<file path="config.mk">
export PLATFORM = sky130hd
export DESIGN_NAME = mem_arb_flat
export DESIGN_NICKNAME = d
export VERILOG_FILES = /design/src/rtl/mem_arb_if.sv /design/src/rtl/mem_arb.sv /design/src/flat_wrapper.sv
export SDC_FILE = /design/constraint.sdc
export NUM_CORES = 1
export LEC_CHECK = 0
export ABC_AREA = 1
export ABC_CLOCK_PERIOD_IN_PS = 5600
export CAP_MARGIN = 40
export CORE_AREA = 2 2 105 107
export DETAILED_ROUTE_END_ITERATION = 16
export DIE_AREA = 0 0 107 109
export PLACE_DENSITY = 0.74
export SLEW_MARGIN = 40
export SYNTH_ARGS = -nofsm -noshare
export SYNTH_HDL_FRONTEND = slang
export SYNTH_SLANG_ARGS = --single-unit
export TNS_END_PERCENT = 20
</file>
<file path="constraint.sdc">
create_clock -name clk -period 5.6 [get_ports clk]
set_input_delay 1.12 -clock clk [delete_from_list [all_inputs] [get_ports clk]]
set_output_delay 1.12 -clock clk [all_outputs]
set_load 0.005 [all_outputs]
</file>
<file path="src/rtl/mem_arb_if.sv">
// Request/response channels of the IFU and LSU plus the shared memory pins.
// "slave" is the arbiter side, "master" is the requester/memory environment side.
interface mem_arb_if #(
  parameter int AW = 32,
  parameter int DW = 32
);
  logic          ifu_req_vld;
  logic          ifu_req_rdy;
  logic [AW-1:0] ifu_req_pc;
  logic          ifu_rsp_vld;
  logic          ifu_rsp_rdy;
  logic [DW-1:0] ifu_rsp_inst;

  logic          lsu_req_vld;
  logic          lsu_req_rdy;
  logic [AW-1:0] lsu_req_addr;
  logic          lsu_req_wen;
  logic [DW-1:0] lsu_req_wdata;
  logic          lsu_rsp_vld;
  logic          lsu_rsp_rdy;
  logic [DW-1:0] lsu_rsp_rdata;

  logic [AW-1:0] addr;
  logic [DW-1:0] rdata;
  logic [DW-1:0] wdata;
  logic          wen;

  modport slave (
    input  ifu_req_vld, ifu_req_pc, ifu_rsp_rdy,
    input  lsu_req_vld, lsu_req_addr, lsu_req_wen, lsu_req_wdata, lsu_rsp_rdy,
    input  rdata,
    output ifu_req_rdy, ifu_rsp_vld, ifu_rsp_inst,
    output lsu_req_rdy, lsu_rsp_vld, lsu_rsp_rdata,
    output addr, wdata, wen
  );

  modport master (
    output ifu_req_vld, ifu_req_pc, ifu_rsp_rdy,
    output lsu_req_vld, lsu_req_addr, lsu_req_wen, lsu_req_wdata, lsu_rsp_rdy,
    output rdata,
    input  ifu_req_rdy, ifu_rsp_vld, ifu_rsp_inst,
    input  lsu_req_rdy, lsu_rsp_vld, lsu_rsp_rdata,
    input  addr, wdata, wen
  );
endinterface

</file>
<file path="src/rtl/mem_arb.sv">
// Round-robin arbiter sharing one synchronous memory port between IFU and LSU,
// with a one-entry response buffer for backpressured read data.
module mem_arb #(
  parameter int AW = 32,
  parameter int DW = 32
) (
  input logic       clk,
  input logic       rst_n,
  mem_arb_if.slave  bus
);

  logic          prio;
  logic          infl_vld;
  logic          infl_own;
  logic          hold_vld;
  logic          hold_own;
  logic [DW-1:0] hold_data;

  logic          owner_rsp_rdy;
  logic          hold_rsp_rdy;
  logic          stall;
  logic          gnt_ifu;
  logic          gnt_lsu;
  logic          rsp_vld;
  logic          rsp_own;
  logic [DW-1:0] rsp_data;
  logic          hold_capture;

  // Grant stage: arbitration and memory drive in the request cycle
  always_comb begin
    owner_rsp_rdy = infl_own ? bus.lsu_rsp_rdy : bus.ifu_rsp_rdy;
    hold_rsp_rdy  = hold_own ? bus.lsu_rsp_rdy : bus.ifu_rsp_rdy;
    stall         = hold_vld | (infl_vld & ~owner_rsp_rdy);
    gnt_ifu       = rst_n & ~stall & bus.ifu_req_vld & (~bus.lsu_req_vld | ~prio);
    gnt_lsu       = rst_n & ~stall & bus.lsu_req_vld & (~bus.ifu_req_vld | prio);
  end

  assign bus.ifu_req_rdy = gnt_ifu;
  assign bus.lsu_req_rdy = gnt_lsu;
  assign bus.addr        = !rst_n  ? '0 :
                           gnt_lsu ? bus.lsu_req_addr : bus.ifu_req_pc;
  assign bus.wdata       = bus.lsu_req_wdata;
  assign bus.wen         = gnt_lsu & bus.lsu_req_wen;

  // Response stage: a held beat takes precedence over the live rdata beat
  always_comb begin
    rsp_vld  = rst_n & (hold_vld | infl_vld);
    rsp_own  = hold_vld ? hold_own : infl_own;
    rsp_data = hold_vld ? hold_data : bus.rdata;
  end

  assign bus.ifu_rsp_vld   = rsp_vld & ~rsp_own;
  assign bus.lsu_rsp_vld   = rsp_vld & rsp_own;
  assign bus.ifu_rsp_inst  = bus.ifu_rsp_vld ? rsp_data : '0;
  assign bus.lsu_rsp_rdata = bus.lsu_rsp_vld ? rsp_data : '0;

  // A fresh beat that its owner refuses must be captured before rdata moves on
  assign hold_capture = ~hold_vld & infl_vld & ~owner_rsp_rdy;

  always_ff @(posedge clk or negedge rst_n) begin
    if (!rst_n) begin
      prio     <= 1'b0;
      infl_vld <= 1'b0;
      infl_own <= 1'b0;
      hold_vld <= 1'b0;
      hold_own <= 1'b0;
    end else begin
      if (gnt_ifu) begin
        prio <= 1'b1;
      end else if (gnt_lsu) begin
        prio <= 1'b0;
      end
      infl_vld <= gnt_ifu | (gnt_lsu & ~bus.lsu_req_wen);
      infl_own <= gnt_lsu;
      if (hold_vld) begin
        if (hold_rsp_rdy) begin
          hold_vld <= 1'b0;
        end
      end else if (hold_capture) begin
        hold_vld <= 1'b1;
        hold_own <= infl_own;
      end
    end
  end

  // Held data is only observed while hold_vld is set, so it needs no reset
  always_ff @(posedge clk) begin
    if (hold_capture) begin
      hold_data <= bus.rdata;
    end
  end

endmodule

</file>
<file path="src/flat_wrapper.sv">
// flat-port wrapper written by rule: the top's interface ports become plain ports
module mem_arb_flat 
#(
  parameter int AW = 32,
  parameter int DW = 32
)
  (clk, rst_n, bus_ifu_req_vld, bus_ifu_req_pc, bus_ifu_rsp_rdy, bus_lsu_req_vld, bus_lsu_req_addr, bus_lsu_req_wen, bus_lsu_req_wdata, bus_lsu_rsp_rdy, bus_rdata, bus_ifu_req_rdy, bus_ifu_rsp_vld, bus_ifu_rsp_inst, bus_lsu_req_rdy, bus_lsu_rsp_vld, bus_lsu_rsp_rdata, bus_addr, bus_wdata, bus_wen);
  mem_arb_if #(.AW(AW), .DW(DW)) bus_i ();
  input logic clk;
  input logic rst_n;
  input wire logic [$bits(bus_i.ifu_req_vld)-1:0] bus_ifu_req_vld;
  input wire logic [$bits(bus_i.ifu_req_pc)-1:0] bus_ifu_req_pc;
  input wire logic [$bits(bus_i.ifu_rsp_rdy)-1:0] bus_ifu_rsp_rdy;
  input wire logic [$bits(bus_i.lsu_req_vld)-1:0] bus_lsu_req_vld;
  input wire logic [$bits(bus_i.lsu_req_addr)-1:0] bus_lsu_req_addr;
  input wire logic [$bits(bus_i.lsu_req_wen)-1:0] bus_lsu_req_wen;
  input wire logic [$bits(bus_i.lsu_req_wdata)-1:0] bus_lsu_req_wdata;
  input wire logic [$bits(bus_i.lsu_rsp_rdy)-1:0] bus_lsu_rsp_rdy;
  input wire logic [$bits(bus_i.rdata)-1:0] bus_rdata;
  output wire logic [$bits(bus_i.ifu_req_rdy)-1:0] bus_ifu_req_rdy;
  output wire logic [$bits(bus_i.ifu_rsp_vld)-1:0] bus_ifu_rsp_vld;
  output wire logic [$bits(bus_i.ifu_rsp_inst)-1:0] bus_ifu_rsp_inst;
  output wire logic [$bits(bus_i.lsu_req_rdy)-1:0] bus_lsu_req_rdy;
  output wire logic [$bits(bus_i.lsu_rsp_vld)-1:0] bus_lsu_rsp_vld;
  output wire logic [$bits(bus_i.lsu_rsp_rdata)-1:0] bus_lsu_rsp_rdata;
  output wire logic [$bits(bus_i.addr)-1:0] bus_addr;
  output wire logic [$bits(bus_i.wdata)-1:0] bus_wdata;
  output wire logic [$bits(bus_i.wen)-1:0] bus_wen;
  assign bus_i.ifu_req_vld = bus_ifu_req_vld;
  assign bus_i.ifu_req_pc = bus_ifu_req_pc;
  assign bus_i.ifu_rsp_rdy = bus_ifu_rsp_rdy;
  assign bus_i.lsu_req_vld = bus_lsu_req_vld;
  assign bus_i.lsu_req_addr = bus_lsu_req_addr;
  assign bus_i.lsu_req_wen = bus_lsu_req_wen;
  assign bus_i.lsu_req_wdata = bus_lsu_req_wdata;
  assign bus_i.lsu_rsp_rdy = bus_lsu_rsp_rdy;
  assign bus_i.rdata = bus_rdata;
  assign bus_ifu_req_rdy = bus_i.ifu_req_rdy;
  assign bus_ifu_rsp_vld = bus_i.ifu_rsp_vld;
  assign bus_ifu_rsp_inst = bus_i.ifu_rsp_inst;
  assign bus_lsu_req_rdy = bus_i.lsu_req_rdy;
  assign bus_lsu_rsp_vld = bus_i.lsu_rsp_vld;
  assign bus_lsu_rsp_rdata = bus_i.lsu_rsp_rdata;
  assign bus_addr = bus_i.addr;
  assign bus_wdata = bus_i.wdata;
  assign bus_wen = bus_i.wen;
  mem_arb #(.AW(AW), .DW(DW)) u_core (.clk(clk), .rst_n(rst_n), .bus(bus_i));
endmodule
</file>
; ---- After elaboration in Yosys (flattened, before gate mapping)
; Cells that the tools add are included.
[totals]
wordCells = 47
reg_bits = 37
out_inout_bits = 133
[op_classes]
muxes = 13
n_reduce_logical = 2
bitwise = 26
[ops]
columns = cell, count
row1 = 32-bit 2-to-1 mux, 5
row2 = 1-bit AND, 13
row3 = 1-bit 2-to-1 mux, 8
row4 = 1-bit NOT, 8
row5 = 1-bit bitwise OR, 5
row6 = 2-bit AND reduction, 1
row7 = 2-bit nonzero test, 1

; ---- Depth between registers and ports, before layout
; Gate-level depths: netlist of run 1.
[logic_depth]
word_depth = 10
ltp_mapped = 8

; ---- Worst setup path before layout of run 1
; Ideal clock, no wire load.
[synth_timing]
path_kind = input port to flip-flop
start = input port bus_lsu_rsp_rdy
end = register u_core.hold_data[0] (enable)
arrival_time_ns = 2.747
slack_ns = 2.428
cell_stages = 3
path_cell_list = nand2_1 -> nand3_1 -> nor2_1
[synth_via]
elab_chain_len = 3
[synth_rtl]
columns = element, line
row1 = "start, declared", flat_wrapper.sv:18  ; input wire logic [$bits(bus_i.lsu_rsp_rdy)-1:0] bus_lsu_rsp_rdy;
row2 = 1-bit 2-to-1 mux, mem_arb.sv:31  ; owner_rsp_rdy = infl_own ? bus.lsu_rsp_rdy : bus.ifu_rsp_rdy;
row3 = 1-bit NOT, mem_arb.sv:58  ; assign hold_capture = ~hold_vld & infl_vld & ~owner_rsp_rdy;
row4 = 1-bit AND, mem_arb.sv:58
row5 = named net u_core.hold_capture, mem_arb.sv:27  ; logic hold_capture;
row6 = "end signal, assigned", mem_arb.sv:89  ; hold_data <= bus.rdata;
row7 = "end, declared", mem_arb.sv:17  ; logic [DW-1:0] hold_data;
; The timed path passes the listed nets, and every way through them passes these cells.
; A chain may end at the register's enable or synchronous reset.

; ---- Worst setup path in the final report of run 1
[layout_timing]
start = input port bus_lsu_rsp_rdy
end = output port bus_addr[12]
[layout_via]
elab_chain_len = 10
[layout_rtl]
columns = element, line
row1 = 1-bit 2-to-1 mux, mem_arb.sv:31
row2 = 1-bit NOT, mem_arb.sv:33  ; stall = hold_vld | (infl_vld & ~owner_rsp_rdy);
row3 = 1-bit AND, mem_arb.sv:33
row4 = 1-bit bitwise OR, mem_arb.sv:33
row5 = 1-bit NOT, mem_arb.sv:35  ; gnt_lsu = rst_n & ~stall & bus.lsu_req_vld & (~bus.ifu_req_vld | prio);
row6 = 1-bit AND (3 in series), mem_arb.sv:35
row7 = 32-bit 2-to-1 mux, mem_arb.sv:41  ; gnt_lsu ? bus.lsu_req_addr : bus.ifu_req_pc;
row8 = 32-bit 2-to-1 mux, mem_arb.sv:40  ; assign bus.addr = !rst_n ? '0 :
row9 = "end, declared", flat_wrapper.sv:26  ; output wire logic [$bits(bus_i.addr)-1:0] bus_addr;
; No other way between the ends.

==> impl_metrics.json, run 1 <==
{
  "core_area_um2": 10600,
  "antenna_cells": 0,
  "cts-root-buf": "clkbuf_8",
  "worstPathArrival_ns": 3.25,
  "synth_ff_type": "edfxtp_1",
  "busiest_layer": "met2",
  "start_kind": "input port",
  "syn_area_um2": 2930,
  "ys_seq_area_frac": 0.370,
  "grt_max_degree": 68,
  "setup_viol": 0,
  "synth_compound_area_frac": 0.0128,
  "synth.area.top_cells": "edfxtp_1 (33%), nor2_1 (13%), mux2i_1 (11%), nand2_1 (9.3%), buf_4 (9.2%)",
  "slew_headroom": 0.551,
  "yosys.area_share.simple": 0.314,
  "start_util": 0.277,
  "hold_viol": 0,
  "routedWlPerCell_um": 12.0,
  "path_class": "input port to primary output",
  "synth.top_cell.area_share": 0.328,
  "nNetsFinal": 676,
  "power_density_nw_per_um2": 245,
  "drc": 0,
  "syn2layout_area_growth_pct": 66.6,
  "finalMaxSlewViolations": 0,
  "die_y_um": 109,
  "cp_max_fo": 67,
  "hpwl_um": 6860,
  "grt_use_met2": 0.235,
  "ys_types": 22,
  "status": "finished, final reports clean",
  "synth-edff-count": 32,
  "pin_count": 268,
  "ys_top_cells_by_count": "nor2_1 (101), nand2_1 (73), inv_1 (42)",
  "cts_buffers": 5,
  "post_cts_buffers": 0,
  "async_flop_share": 0.135,
  "grt.met1_usage": 0.146,
  "clk_latency_ns": 0.28,
  "die_w_um": 107,
  "wirelength_um": 8210,
  "max_slew.worst_pin.slew_ns": 0.673,
  "dr.pass1.iters": 4,
  "grt_pass1_vias": 2777,
  "synth_xor_area_frac": 0,
  "drive_gt1_frac": 0.0941,
  "worst_ir_drop_vdd_uv": 129,
  "cts_tree": "done",
  "grt_usage": 0.135,
  "worstSetupEndpointType": "primary output",
  "syn_inst": 381,
  "tns_ns": 0,
  "critPathRequiredTime_ns": 4.48,
  "holdWs_ns": 0.566,
  "synth_adder_area_share": 0,
  "place_congestion": 0.741,
  "ys_seq_elements": 37,
  "synth_top_family_by_area": "simple AND/OR/NAND/NOR gates",
  "holdBufCountCts": 0,
  "leakagePower_nw": 2.03,
  "grt_setup_unrepaired": "no",
  "yosys.area.top_type": "edfxtp_1",
  "clock_skew_ns": 0.00252,
  "htreeDepth": 2,
  "cts_sinks": 37,
  "holdCritPathClass": "register to register",
  "cts.repair.resized": 0,
  "avgSynthCellArea_um2": 7.70,
  "syn_nets": 516,
  "antenna_found_initial": 0,
  "vias_per_cell": 4.26,
  "drv_cap": 0,
  "period_needed_ns": 4.37,
  "drtAntennaViolNets": 0,
  "std_cell_rows": 38,
  "synth.area.mux_share": 0.109,
  "synth_most_common_cell": "nor2_1",
  "dieArea_um2": 11700,
  "grt.met3_usage": 0.0616,
  "gr-total-overflow": 0,
  "drtIter0Drc": 179,
  "fin_crit_sh": 0.781,
  "clk_pin_slew_ns": 0.07,
  "clock_path_buffers": 2,
  "vias": 2904,
  "io_buffers": 203,
  "yosysWarningCount": 0,
  "grt_pass1_wl_um": 12900,
  "maxClockFrequency_mhz": 229
}
==> placed cells by master, fill, tap and decap left out, drive strengths merged <==
cell and count:
a21oi 1, a31o 1, buf 4, clkbuf 5, clkdlybuf4s50 203, clkinv 2, clkinvlp 1, dfrtp 5
edfxtp 32, inv 44, mux2i 32, nand2 73, nand3 1, nand4 2, nor2 131, o21ai 4
or2 1
==> sequential cells by signal (all words and copies together) (netlist names) <==
register          cells
u_core.hold_data     32
u_core.hold_own       1
u_core.hold_vld       1
u_core.infl_own       1
u_core.infl_vld       1
u_core.prio           1
==> final timing paths <==
kind | slack [ns] | cells past startpoint | from | endpoint
worst max-delay path | 1.23 | 8 | bus_lsu_rsp_rdy | bus_addr[12]
max in group asynchronous | 4.04 | 2 | rst_n | u_core.hold_vld
worst min register to register | 0.57 | 2 | u_core.infl_own | u_core.hold_own
min in group asynchronous | 1.27 | 2 | rst_n | u_core.hold_own
worst max register to register | 3.90 | 7 | u_core.infl_own | u_core.prio
worst min-delay path | 0.57 | 2 | u_core.infl_own | u_core.hold_own
==> layer usage <==
layer	share of wire	up-vias
li1	-	1448
met5	0	-
met4	0.020	0
met2	0.49	177
met3	0.12	13
met1	0.38	1266
==> critical path, cell delays in order <==
cell and delay [ns]:
clkdlybuf4s50_1 0.43, nand2_1 0.08, nand3_1 0.18, nand4_2 0.11, buf_4 0.48, nor2_1 0.11
nor2_1 0.18, clkdlybuf4s50_1 0.53
==> through the flow <==
stage | util | instances | setup slack [ns] | power [mW] | instance area (um^2)
floorplan | - | 381 | 2.43 | 0.744 | 2930
global placement | 0.450 | 673 | 1.25 | 1.01 | 4770
detailed placement | 0.453 | 674 | 1.19 | 1.03 | 4800
CTS | 0.461 | 682 | 1.17 | 1.22 | 4890
global route | 0.461 | 682 | 1.05 | 1.29 | 4890
finish | 0.461 | 682 | 1.23 | 1.20 | 4890
==> kinds of logic (layout without fill, tap and decap cells) <==
family,Yosys count,count (layout)
DFF,37,37
and+or+nand+nor,208,208
buffers and inverters,98,259
AOI/OAI and AO/OA,6,6
muxes,32,32
==> where the power goes <==
| group | total, mW | switching (mW) | internal, mW |
|---|---|---|---|
| Sequential | 0.365 | 0.0193 | 0.346 |
| Clock | 0.179 | 0.0929 | 0.0858 |
| Combinational | 0.654 | 0.307 | 0.347 |
==> cell type report <==
class / instances / area, um^2
fillers: 1033 / 5720
flip-flops and latches: 37 / 1090
inverters: 44 / 165
repair buffers: 207 / 2080
multi-input cells: 246 / 1290
well taps: 140 / 175
clock buffers: 5 / 68.8
clock inverters: 3 / 17.5
No activity file was read; power rests on OpenSTA's default activity.
==> run 2, diff against run 1 <==
- ABC_CLOCK_PERIOD_IN_PS: 5600 -> 3500
- CORE_AREA: 2 2 105 107 -> default
- CORE_MARGIN: default -> 1.5
- CORE_UTILIZATION: default -> 28
- DIE_AREA: 0 0 107 109 -> default
- PLACE_DENSITY: 0.74 -> 0.77
- clock period: 5.6 -> 3.5 ns (I/O delays scaled with it)
==> run 2 against run 1 <==
Via count grew 1.0%. Combinational power grew 65%. Critical endpoint is now bus_addr[6]. Clock skew grew 0.0040 ns. Final cell count grew 0.29%. Clock power grew 56%. Sequential cell count is the same. Critical path type unchanged. Critical path depth grew 2. Global-route usage grew 1.3 points. Sequential power grew 59%. Register-to-register slack lost 2.1 ns. Sequential share of layout area shrank 0.16 points.
==> impl_metrics.json, run 2 (same netlist as run 1, synthesis figures left out) <==
{
  "wl_met1_um": 3310,
  "power_density_nw_per_um2": 393,
  "cts_sinks": 37,
  "holdBufCountCts": 0,
  "cts.repair.resized": 0,
  "clk_pin_slew_ns": 0.07,
  "die_w_um": 105,
  "tns_ns": 0,
  "clock_skew_ns": 0.00654,
  "top_register": "u_core.hold_data",
  "cts-root-buf": "clkbuf_8",
  "slew_headroom": 0.624,
  "grt_setup_unrepaired": "no",
  "sequentialPowerShare": 0.300,
  "switching_share": 0.348,
  "critPathTopFamily": "buffers and inverters",
  "drive_gt1_frac": 0.100,
  "critPathRequiredTime_ns": 2.80,
  "pin_count": 268,
  "cp_max_fo": 50,
  "total_switching_power_mw": 0.675,
  "numPlacedInstances": 676,
  "grt_usage": 0.148,
  "clk_latency_ns": 0.28,
  "cts_tree": "done",
  "core_area_um2": 10200,
  "p_int_mw": 1.26,
  "placed_cell_area_um2": 4840,
  "final_common_cell": "clkdlybuf4s50_1",
  "start_kind": "input port",
  "hold_viol": 0,
  "drtIter0Drc": 172,
  "rr_startpoint": "u_core.hold_vld",
  "pwr-share-clk": 0.144,
  "critical-path-slowest-cell": "clkdlybuf4s50_1",
  "holdCritPathClass": "register to register",
  "final_cell_area_um2": 4920,
  "post_cts_buffers": 0,
  "crit_cells": 10,
  "total_power_mw": 1.94,
  "worstPathArrival_ns": 2.59,
  "grt_pass1_vias": 2778,
  "maxUsedRoutingLayer": "met4",
  "finalMaxSlewViolations": 0,
  "crit_chain": "clkdlybuf4s50_1, inv_2, nor2_4, nand4_2, buf_12, buf_4, nand2_1, nand2_1, nor2_1, clkdlybuf4s50_1",
  "antenna_found_initial": 0,
  "setup_slack_ns": 0.214,
  "hp-start": "u_core.infl_own",
  "stdcell_count": 684,
  "period_needed_ns": 3.29,
  "crit_buf_inv": 5,
  "wirelength_um": 8430,
  "startpoint": "rst_n",
  "worstSetupEndpointType": "primary output",
  "drtAntennaViolNets": 0,
  "holdPathStages": 2,
  "nFillCells": 957,
  "comb_power_share": 0.556,
  "max_slew.worst_pin.slew_ns": 0.564,
  "dieArea_um2": 11100,
  "leakagePower_nw": 2.06,
  "hpwl_um": 6870,
  "wl_met3_um": 847,
  "r2r_cells": 3,
  "place_ws_ns": 0.202,
  "routedWlPerCell_um": 12.3,
  "worst_ir_drop_vdd_uv": 187,
  "status": "finished, final reports clean",
  "syn2layout_area_growth_pct": 67.9,
  "gr-total-overflow": 0,
  "vias": 2933,
  "antenna_cells": 0,
  "final_cell_mix": "clkdlybuf4s50_1 (203), nor2_1 (100), nand2_1 (73), inv_1 (42)",
  "drc": 0,
  "drv_cap": 0,
  "nNetsFinal": 682,
  "place_congestion": 0.814,
  "std_cell_rows": 37,
  "cts_buffers": 5,
  "holdWs_ns": 0.554,
  "largest_register_ffs": 32,
  "grt_pass1_wl_um": 13300,
  "wl_met2_um": 4200,
  "start_util": 0.287,
  "clock_path_buffers": 2,
  "io_buffers": 203,
  "maxClockFrequency_mhz": 304,
  "fin_crit_sh": 0.939,
  "grt_max_degree": 51,
  "vias_per_cell": 4.29,
  "die_y_um": 105,
  "path_class": "input port to primary output",
  "final_core_util": 0.481,
  "dr.pass1.iters": 4,
  "htreeDepth": 2,
  "slowest_delay_ns": 0.53,
  "setup_viol": 0
}
## run 2: final timing paths
| path | to | slack, ns |
|---|---|---|
| worst max-delay path | bus_addr[6] | 0.21 |
| worst min-delay path | u_core.hold_own | 0.55 |
| worst max register to register | u_core.hold_data[22] | 1.83 |
| worst min register to register | u_core.hold_own | 0.55 |
| max in group asynchronous | u_core.hold_vld | 2.34 |
| min in group asynchronous | u_core.hold_own | 0.86 |
## run 2: worst reg2reg max path, stage by stage (launching register included)
cell     delay (ns)
dfrtp_2        0.45
buf_4          0.32
nor2_4         0.16
buf_4          0.39
## run 2: cell type report
cell class                      instances  area, um^2  area share
Clock inverter                          2        10.0     0.00203
Sequential cell                        37        1090       0.221
Clock buffer                            6        72.6      0.0147
Multi-Input combinational cell        246        1290       0.261
Inverter                               44         165      0.0335
Timing Repair Buffer                  213        2130       0.433
Tap cell                              136         170      0.0346
## run 2: power by group through the flow
stage               clock network [mW]  logic, mW  registers [mW]
floorplan                            0      0.610           0.580
global placement                     0       1.06           0.589
detailed placement                   0       1.08           0.591
CTS                              0.297       1.09           0.582
global route                     0.318       1.17           0.589
finish                           0.279       1.08           0.581
## run 2: per-layer routing
layer	GRT usage	vias up
li1	-	1460
met1	0.165	1282
met2	0.273	184
met3	0.0464	7
met4	0.0362	0
met5	0	-
==> run 3, diff against run 2 <==
- MAX_ROUTING_LAYER: default -> met4
- SLEW_MARGIN: 40 -> 20
==> run 3 against run 2 <==
Routed wire length is 0.31% higher. Sequential cell count stayed put. Fmax hardly changed. Die area stayed put. Sequential share of layout area stayed put. Non-clock buffer count stayed put. Worst setup slack worse by 0.0019 ns. Combinational power hardly changed.
==> impl_metrics.json, run 3 (same netlist as run 1, synthesis figures left out) <==
{
  "clock_path_buffers": 2,
  "hold_viol": 0,
  "critPathRequiredTime_ns": 2.80,
  "start_util": 0.287,
  "period_needed_ns": 3.29,
  "setup_viol": 0,
  "slowest_delay_ns": 0.53,
  "drtAntennaViolNets": 0,
  "dr.pass1.iters": 4,
  "grt_pass1_vias": 2780,
  "final_cell_mix": "clkdlybuf4s50_1 (203), nor2_1 (100), nand2_1 (73), inv_1 (42)",
  "critPathTopFamily": "buffers and inverters",
  "drc": 0,
  "clk_pin_slew_ns": 0.07,
  "critical-path-slowest-cell": "clkdlybuf4s50_1",
  "nNetsFinal": 682,
  "nFillCells": 957,
  "r2r_end": "u_core.hold_data[22]",
  "min_to": "u_core.hold_own",
  "die_y_um": 105,
  "top_register": "u_core.hold_data",
  "antenna_found_initial": 0,
  "antenna_cells": 0,
  "htreeDepth": 2,
  "routedWlPerCell_um": 12.4,
  "cts_tree": "done",
  "cts.repair.resized": 0,
  "crit_buf_inv": 5,
  "path_class": "input port to primary output",
  "syn2layout_area_growth_pct": 67.9,
  "worstSetupEndpointType": "primary output",
  "cp_max_fo": 50,
  "core_area_um2": 10200,
  "startpoint": "rst_n",
  "multiInputGateArea_um2": 1290,
  "crit_chain": "clkdlybuf4s50_1, inv_2, nor2_4, nand4_2, buf_12, buf_4, nand2_1, nand2_1, nor2_1, clkdlybuf4s50_1",
  "std_cell_rows": 37,
  "grt_usage": 0.152,
  "vias_per_cell": 4.29,
  "die_w_um": 105,
  "clock_skew_ns": 0.00654,
  "maxClockFrequency_mhz": 304,
  "cts-root-buf": "clkbuf_8",
  "drv_cap": 0,
  "hpwl_um": 6870,
  "pin_count": 268,
  "drtIter0Drc": 158,
  "post_cts_buffers": 0,
  "largest_register_ffs": 32,
  "drive_gt1_frac": 0.100,
  "grt_pass1_wl_um": 13300,
  "worstPathArrival_ns": 2.59,
  "gr-total-overflow": 0,
  "slew_headroom": 0.624,
  "cts_buffers": 5,
  "wirelength_um": 8460,
  "max_slew.worst_pin.slew_ns": 0.565,
  "holdPathStages": 2,
  "finalMaxSlewViolations": 0,
  "status": "finished, final reports clean",
  "power_density_nw_per_um2": 393,
  "leakagePower_nw": 2.06,
  "holdBufCountCts": 0,
  "r2r_cells": 3,
  "holdCritPathClass": "register to register",
  "vias": 2932,
  "place_congestion": 0.826,
  "start_kind": "input port",
  "clk_latency_ns": 0.28,
  "rr_startpoint": "u_core.hold_vld",
  "io_buffers": 203,
  "grt_max_degree": 51,
  "fin_crit_sh": 0.939,
  "tns_ns": 0,
  "holdWs_ns": 0.554,
  "crit_cells": 10,
  "dieArea_um2": 11100,
  "hp-start": "u_core.infl_own",
  "cts_sinks": 37,
  "final_common_cell": "clkdlybuf4s50_1",
  "worst_ir_drop_vdd_uv": 187,
  "register_area_um2": 1090,
  "grt_setup_unrepaired": "no",
  "rrSetupSlack_ns": 1.83
}
-- run 3: final cells by class --
type,count,area share
Clock buffer,6,0.0147
Inverter,44,0.0335
Clock inverter,2,0.00203
Timing Repair Buffer,213,0.433
Multi-Input combinational cell,246,0.261
Sequential cell,37,0.221
Tap cell,136,0.0346
-- run 3: metrics by stage --
step	cells	setup slack (ns)	instance area (um^2)	utilization	power, mW
6_report	684	0.212	4920	0.481	1.94
5_1_grt	684	0.0637	4920	0.481	2.08
4_1_cts	684	0.194	4920	0.481	1.97
3_5_place_dp	676	0.202	4840	0.473	1.68
3_3_place_gp	676	0.263	4840	0.473	1.65
2_1_floorplan	381	0.748	2930	-	1.19
-- run 3: power by group --
part	internal [mW]	switching (mW)	leakage [nW]
Combinational	0.570	0.507	1.66
Clock	0.138	0.141	0.0450
Sequential	0.554	0.0270	0.355
Total	1.26	0.675	2.06
-- run 3: how the worst max path moves through the flow --
stage	endpoint	slack, ns
after floorplan	u_core.hold_data[0]	0.75
after global placement	bus_lsu_rsp_rdata[22]	0.26
after detailed placement	bus_addr[6]	0.20
after CTS	bus_addr[6]	0.19
after global routing	bus_addr[4]	0.06
final	bus_addr[6]	0.21
-- run 3: worst register-to-register path: stages, from the launching register on --
cell and delay, ns:
dfrtp_2 0.45, buf_4 0.32, nor2_4 0.16, buf_4 0.39
-- run 3: routing by layer --
metal,wire (um),part of all wire,track usage,vias up
li1,-,-,-,1461
met1,3370,0.40,0.170,1280
met2,4230,0.50,0.273,184
met3,787,0.093,0.0390,7
met4,69,0.0082,0.0362,0
met5,0,0,-,-
==> RTL change 1 (config.mk and constraints of run 1) <==
`AW` is set to 32 in 3 places; all go to 16.
--- a/src/rtl/mem_arb_if.sv
+++ b/src/rtl/mem_arb_if.sv
@@ -1,7 +1,7 @@
 // Request/response channels of the IFU and LSU plus the shared memory pins.
 // "slave" is the arbiter side, "master" is the requester/memory environment side.
 interface mem_arb_if #(
-  parameter int AW = 32,
+  parameter int AW = 16,
   parameter int DW = 32
 );
   logic          ifu_req_vld;
--- a/src/rtl/mem_arb.sv
+++ b/src/rtl/mem_arb.sv
@@ -1,7 +1,7 @@
 // Round-robin arbiter sharing one synchronous memory port between IFU and LSU,
 // with a one-entry response buffer for backpressured read data.
 module mem_arb #(
-  parameter int AW = 32,
+  parameter int AW = 16,
   parameter int DW = 32
 ) (
   input logic       clk,
--- a/src/flat_wrapper.sv
+++ b/src/flat_wrapper.sv
@@ -1,7 +1,7 @@
 // flat-port wrapper written by rule: the top's interface ports become plain ports
 module mem_arb_flat 
 #(
-  parameter int AW = 32,
+  parameter int AW = 16,
   parameter int DW = 32
 )
   (clk, rst_n, bus_ifu_req_vld, bus_ifu_req_pc, bus_ifu_rsp_rdy, bus_lsu_req_vld, bus_lsu_req_addr, bus_lsu_req_wen, bus_lsu_req_wdata, bus_lsu_rsp_rdy, bus_rdata, bus_ifu_req_rdy, bus_ifu_rsp_vld, bus_ifu_rsp_inst, bus_lsu_req_rdy, bus_lsu_rsp_vld, bus_lsu_rsp_rdata, bus_addr, bus_wdata, bus_wen);
Interface: changed (resized bus_addr, bus_ifu_req_pc and bus_lsu_req_addr); port bits go from 268 to 220. The function was not compared with the original's and may differ.
==> RTL change 1 against run 1 <==
First-iteration DRC count down 69%; power down 5.3%; sequential cell count unchanged; area after synthesis down 9.1%; worst setup slack worse by 0.22 ns; combinational power down 13%; wire length down 9.5%; sequential share of layout area up 3.8 points; cell area down 15%; core utilization down 6.8 points; die area unchanged; largest cell class unchanged; highest routed layer unchanged.
==> RTL change 1: results (changes against run 1) <==
* Status: finished clean
* Largest net degree at the start of global routing at 36 (-47%)
* Initial antenna violation count at 0 (unchanged)
* Clock Skews at 0.00255 ns (+0.0000340 ns)
* Sw Pwr at 0.405 mW (-3.2%)
* Seq/Total Area, Yosys at 0.408 (+0.0372)
* Synth cell count leaders: nor2_1, nand2_1, buf_4
* Clk slew on worst S/H paths at 0.07 ns (about the same)
* DR WL/cell at 13.4 um (+11%)
* Critical Path AT at 3.47 ns (+0.22 ns)
* XOR/XNOR share of the synthesized area at 0 (unchanged)
* Fraction of layout cells with a size suffix above 1 at 0.118 (+0.0243)
* Syn nets at 398 (-23%)
* Clk_lat worst skew at 0.28 ns (about the same)
* Post-synth top flop: edfxtp_1
* Post-Synth Adder-Cell Area at 0 (unchanged)
* FFs w/ async S/R, synth at 0.135 (unchanged)
* Area of placed instances at 4080 um2 (-15%)
* Root Buffer: clkbuf_8
* Reg with most FFs: u_core.hold_data
* Drt via density at 4.11 (-3.5%)
* Port bufs at 155 (-24%)
* Critical path fanouts, max at 21 (-69%)
* Max-slew headroom at 0.554 (+0.00327)
* Leakage at 1.58 nW (-22%)
* Clock Tree Buf Depth at 2 (unchanged)
* Max reg flops at 32 (unchanged)
* CTS Buf Count at 5 (unchanged)
* Compound-Gate Fraction of Synth Area at 0.0141 (+0.00129)
* 1st-pass router iterations at 4 (unchanged)
* Clock group at roughly 0.18 mW
* Cts repair resizes at 0 (unchanged)
* Slowest CP cell: clkdlybuf4s50_1
* Global router's overall resource usage at 0.124 (-0.0115)
* First-pass GRT wire length at 11.3 mm (-12%)
* # diodes at 0 (unchanged)
* Max stage delay on crit path at 0.53 ns (about the same)
* Synth area leaders: edfxtp_1, mux2i_1, nor2_1
* Dpl hpwl at 6.04 mm (-12%)
* Nets at 516 (-24%)
* Flop pwr share at 0.336 (+0.031)
* Setup Buffers After CTS at 0 (unchanged)
* Post-synth EDFFs at 32 (unchanged)
* Distinct cells, synth at 22 (unchanged)
* H-Tree Depth at 2 (unchanged)
* Number of global-route vias before repair at 2227 (-20%)
* Max VDD drop at 0.121 mV (-6.0%)
* Initial DRC count at 55 (-69%)
* Worst Hold Class: flop to flop
* Mux contribution to synthesized area at 0.120 (+0.0110)
* Total of warnings raised by yosys at 0 (unchanged)
* Gp weighted congestion at 0.707 (-4.6%)
-- RTL change 1: cell types whose count changed after synthesis, sizes merged --
cell    before  now
clkbuf       3    0
inv         44   28
nand2       73   41
buf         51   48
nor2       131   99
-- RTL change 1: worst max-delay path: cells and delay by family --
family | cells | cell delay, ns
buffers and inverters | 5 | 1.55
AND/OR/NAND/NOR | 2 | 0.67
AO/OA/AOI/OAI | 1 | 0.13
-- RTL change 1: path summary, 6_finish.rpt --
check	slack, ns	start	cells after the start	end
max in group asynchronous	4.12	rst_n	2	u_core.hold_vld$_DFF_PN0_
min reg2reg	0.57	u_core.infl_own$_DFF_PN0_	2	u_core.hold_own$_DFFE_PN0P_
min in group asynchronous	1.27	rst_n	2	u_core.prio$_DFFE_PN0P_
max reg2reg	3.58	u_core.hold_vld$_DFF_PN0_	3	u_core.hold_data[3]$_DFFE_PP_
max	1.01	rst_n	8	bus_lsu_rsp_rdata[31]
min	0.57	u_core.infl_own$_DFF_PN0_	2	u_core.hold_own$_DFFE_PN0P_
-- RTL change 1: final cells by class --
type,instances,area [um2]
Clock buffer,6,72.6
Clock inverter,2,10.0
Fill cell,1046,6440
Inverter,28,108
Multi-Input combinational cell,182,1110
Sequential cell,37,1090
Tap cell,140,175
Timing Repair Buffer,159,1600
-- RTL change 1: layer usage --
layer / routed length (um) / GRT usage
met3: 729 / 0.0454
met4: 27 / 0.0241
met1: 2700 / 0.131
met5: 0 / 0
met2: 3970 / 0.236
-- RTL change 1: stage by stage --
step | worst slack [ns] | power [mW] | util | std cells
finish | 1.01 | 1.13 | 0.393 | 554
floorplan | 2.38 | 0.720 | - | 295
global route | 0.847 | 1.22 | 0.393 | 554
CTS | 0.968 | 1.16 | 0.393 | 554
detailed placement | 0.976 | 0.970 | 0.385 | 546
global placement | 1.06 | 0.950 | 0.382 | 545
==> RTL change 2 (flow settings as in run 1) <==
Made on the original files. Reset style: synchronous (`rst_n`), changed in one clocked block.
--- a/src/rtl/mem_arb.sv
+++ b/src/rtl/mem_arb.sv
@@ -57,7 +57,7 @@
   // A fresh beat that its owner refuses must be captured before rdata moves on
   assign hold_capture = ~hold_vld & infl_vld & ~owner_rsp_rdy;
 
-  always_ff @(posedge clk or negedge rst_n) begin
+  always_ff @(posedge clk) begin
     if (!rst_n) begin
       prio     <= 1'b0;
       infl_vld <= 1'b0;
Check against the original RTL: no difference found for any inputs over 10 cycles, from zero or initial values and one cycle with rst_n low; that may be too few to reach the edited logic, so the function may still have changed.
==> RTL change 2 against run 1 <==
Synthesized cell count grew 1.3%; cell area barely moved; sequential cell count stayed put; hold slack worse by 0.076 ns; wire length rose by 5.1%; global-route usage grew 0.49 points; area after synthesis shrank 1.4%; worst setup slack improved by 0.010 ns; largest cell class unchanged; highest routed layer unchanged.
Power is not compared: it rests on default switching activity, and its combinational part moved more than twofold at a synthesized area within 25%.
==> RTL change 2: results (changes against run 1) <==
* Status: finished clean
* Syn nets at 521 (+0.97%)
* FFs w/ async S/R, synth at 0 (-0.135)
* Drt via density at 4.26 (about the same)
* Gp weighted congestion at 0.820 (+11%)
* Post-synth EDFFs at 32 (unchanged)
* DP Cell Count at 680 (+0.89%)
* Clk slew on worst S/H paths at 0.07 ns (about the same)
* Max reg flops at 32 (unchanged)
* Delay-heaviest family, CP: buffers and inverters
* Hold Crit Depth at 2 (unchanged)
* Clock Tree Buf Depth at 2 (unchanged)
* Max-slew headroom at 0.540 (-0.0109)
* Area of placed instances at 4780 um2 (-0.42%)
* Fraction of layout cells with a size suffix above 1 at 0.0876 (-0.00650)
* Largest net degree at the start of global routing at 69 (+1.5%)
* Leakage at 2.00 nW
* Slowest CP cell: clkdlybuf4s50_1
* XOR/XNOR share of the synthesized area at 0 (unchanged)
* Mux contribution to synthesized area at 0.111 (+0.00156)
* Power Sequential at 0.319 mW
* Setup Buffers After CTS at 0 (unchanged)
* Dpl hpwl at 6.94 mm (+1.1%)
* H-Tree Depth at 2 (unchanged)
* Port bufs at 203 (unchanged)
* Max stage delay on crit path at 0.52 ns
* Initial antenna violation count at 0 (unchanged)
* First-pass GRT wire length at 12.9 mm (about the same)
* Initial DRC count at 167 (-6.7%)
* Critical Path AT at 3.24 ns (about the same)
* Number of global-route vias before repair at 2728 (-1.8%)
* Clock Skews at 0.00648 ns (+0.00396 ns)
* Global router's overall resource usage at 0.140 (+0.00493)
* Routed wire length at 8.62 mm (+5.1%)
* Root Buffer: clkbuf_8
* 1st-pass router iterations at 4 (unchanged)
* Clk_lat worst skew at 0.29 ns
* Critical path fanouts, max at 68 (+1.5%)
* Clock share of power at 0.280
* Total of warnings raised by yosys at 0 (unchanged)
* DR vias at 2928 (+0.83%)
* Pint at 0.600 mW
* Reg with most FFs: u_core.hold_data
* Synthesized netlist cell count at 386 (+1.3%)
* Synth area leaders: edfxtp_1, nor2_1, mux2i_1
* Seq/Total Area, Yosys at 0.367 (-0.00337)
* Worst Hold Class: flop to flop
* Distinct cells, synth at 20 (-9.1%)
* Setup slack at placement at 1.25 ns (+0.0616 ns)
* CTS Buf Count at 5 (unchanged)
* # diodes at 0 (unchanged)
* Fill cells at 1011 (-2.1%)
* Synth cell count leaders: nor2_1, nand2_1, inv_1
* Post-Synth Adder-Cell Area at 0 (unchanged)
* Compound-Gate Fraction of Synth Area at 0.0151 (+0.00235)
* Max VDD drop at ~0.084 mV
* FF-to-FF path depth at 5 (-2)
## RTL change 2: layout make-up
cell class	count	area [um2]	share of cell area
flip-flops and latches	37	1060	0.217
clock inverters	3	41.3	0.00844
clock buffers	5	68.8	0.0141
well taps	140	175	0.0358
repair buffers	208	2080	0.425
inverters	46	173	0.0353
multi-input cells	249	1290	0.265
## RTL change 2: per-layer routing
metal	vias to the layer above	wire length, um	global-route usage
li1	1465	-	-
met1	1258	3390	0.155
met2	197	4040	0.238
met3	8	1080	0.0652
met4	0	120	0.0455
met5	-	0	0
## RTL change 2: final timing paths
kind                                                  from                         end  slack (ns)
worst max-delay path                       bus_lsu_rsp_rdy                bus_addr[11]        1.24
worst max register to register  u_core.hold_vld$_SDFF_PN0_  u_core.infl_vld$_SDFF_PN0_        3.83
worst min register to register    u_core.prio$_SDFFE_PN0P_    u_core.prio$_SDFFE_PN0P_        0.49
worst min-delay path              u_core.prio$_SDFFE_PN0P_    u_core.prio$_SDFFE_PN0P_        0.49
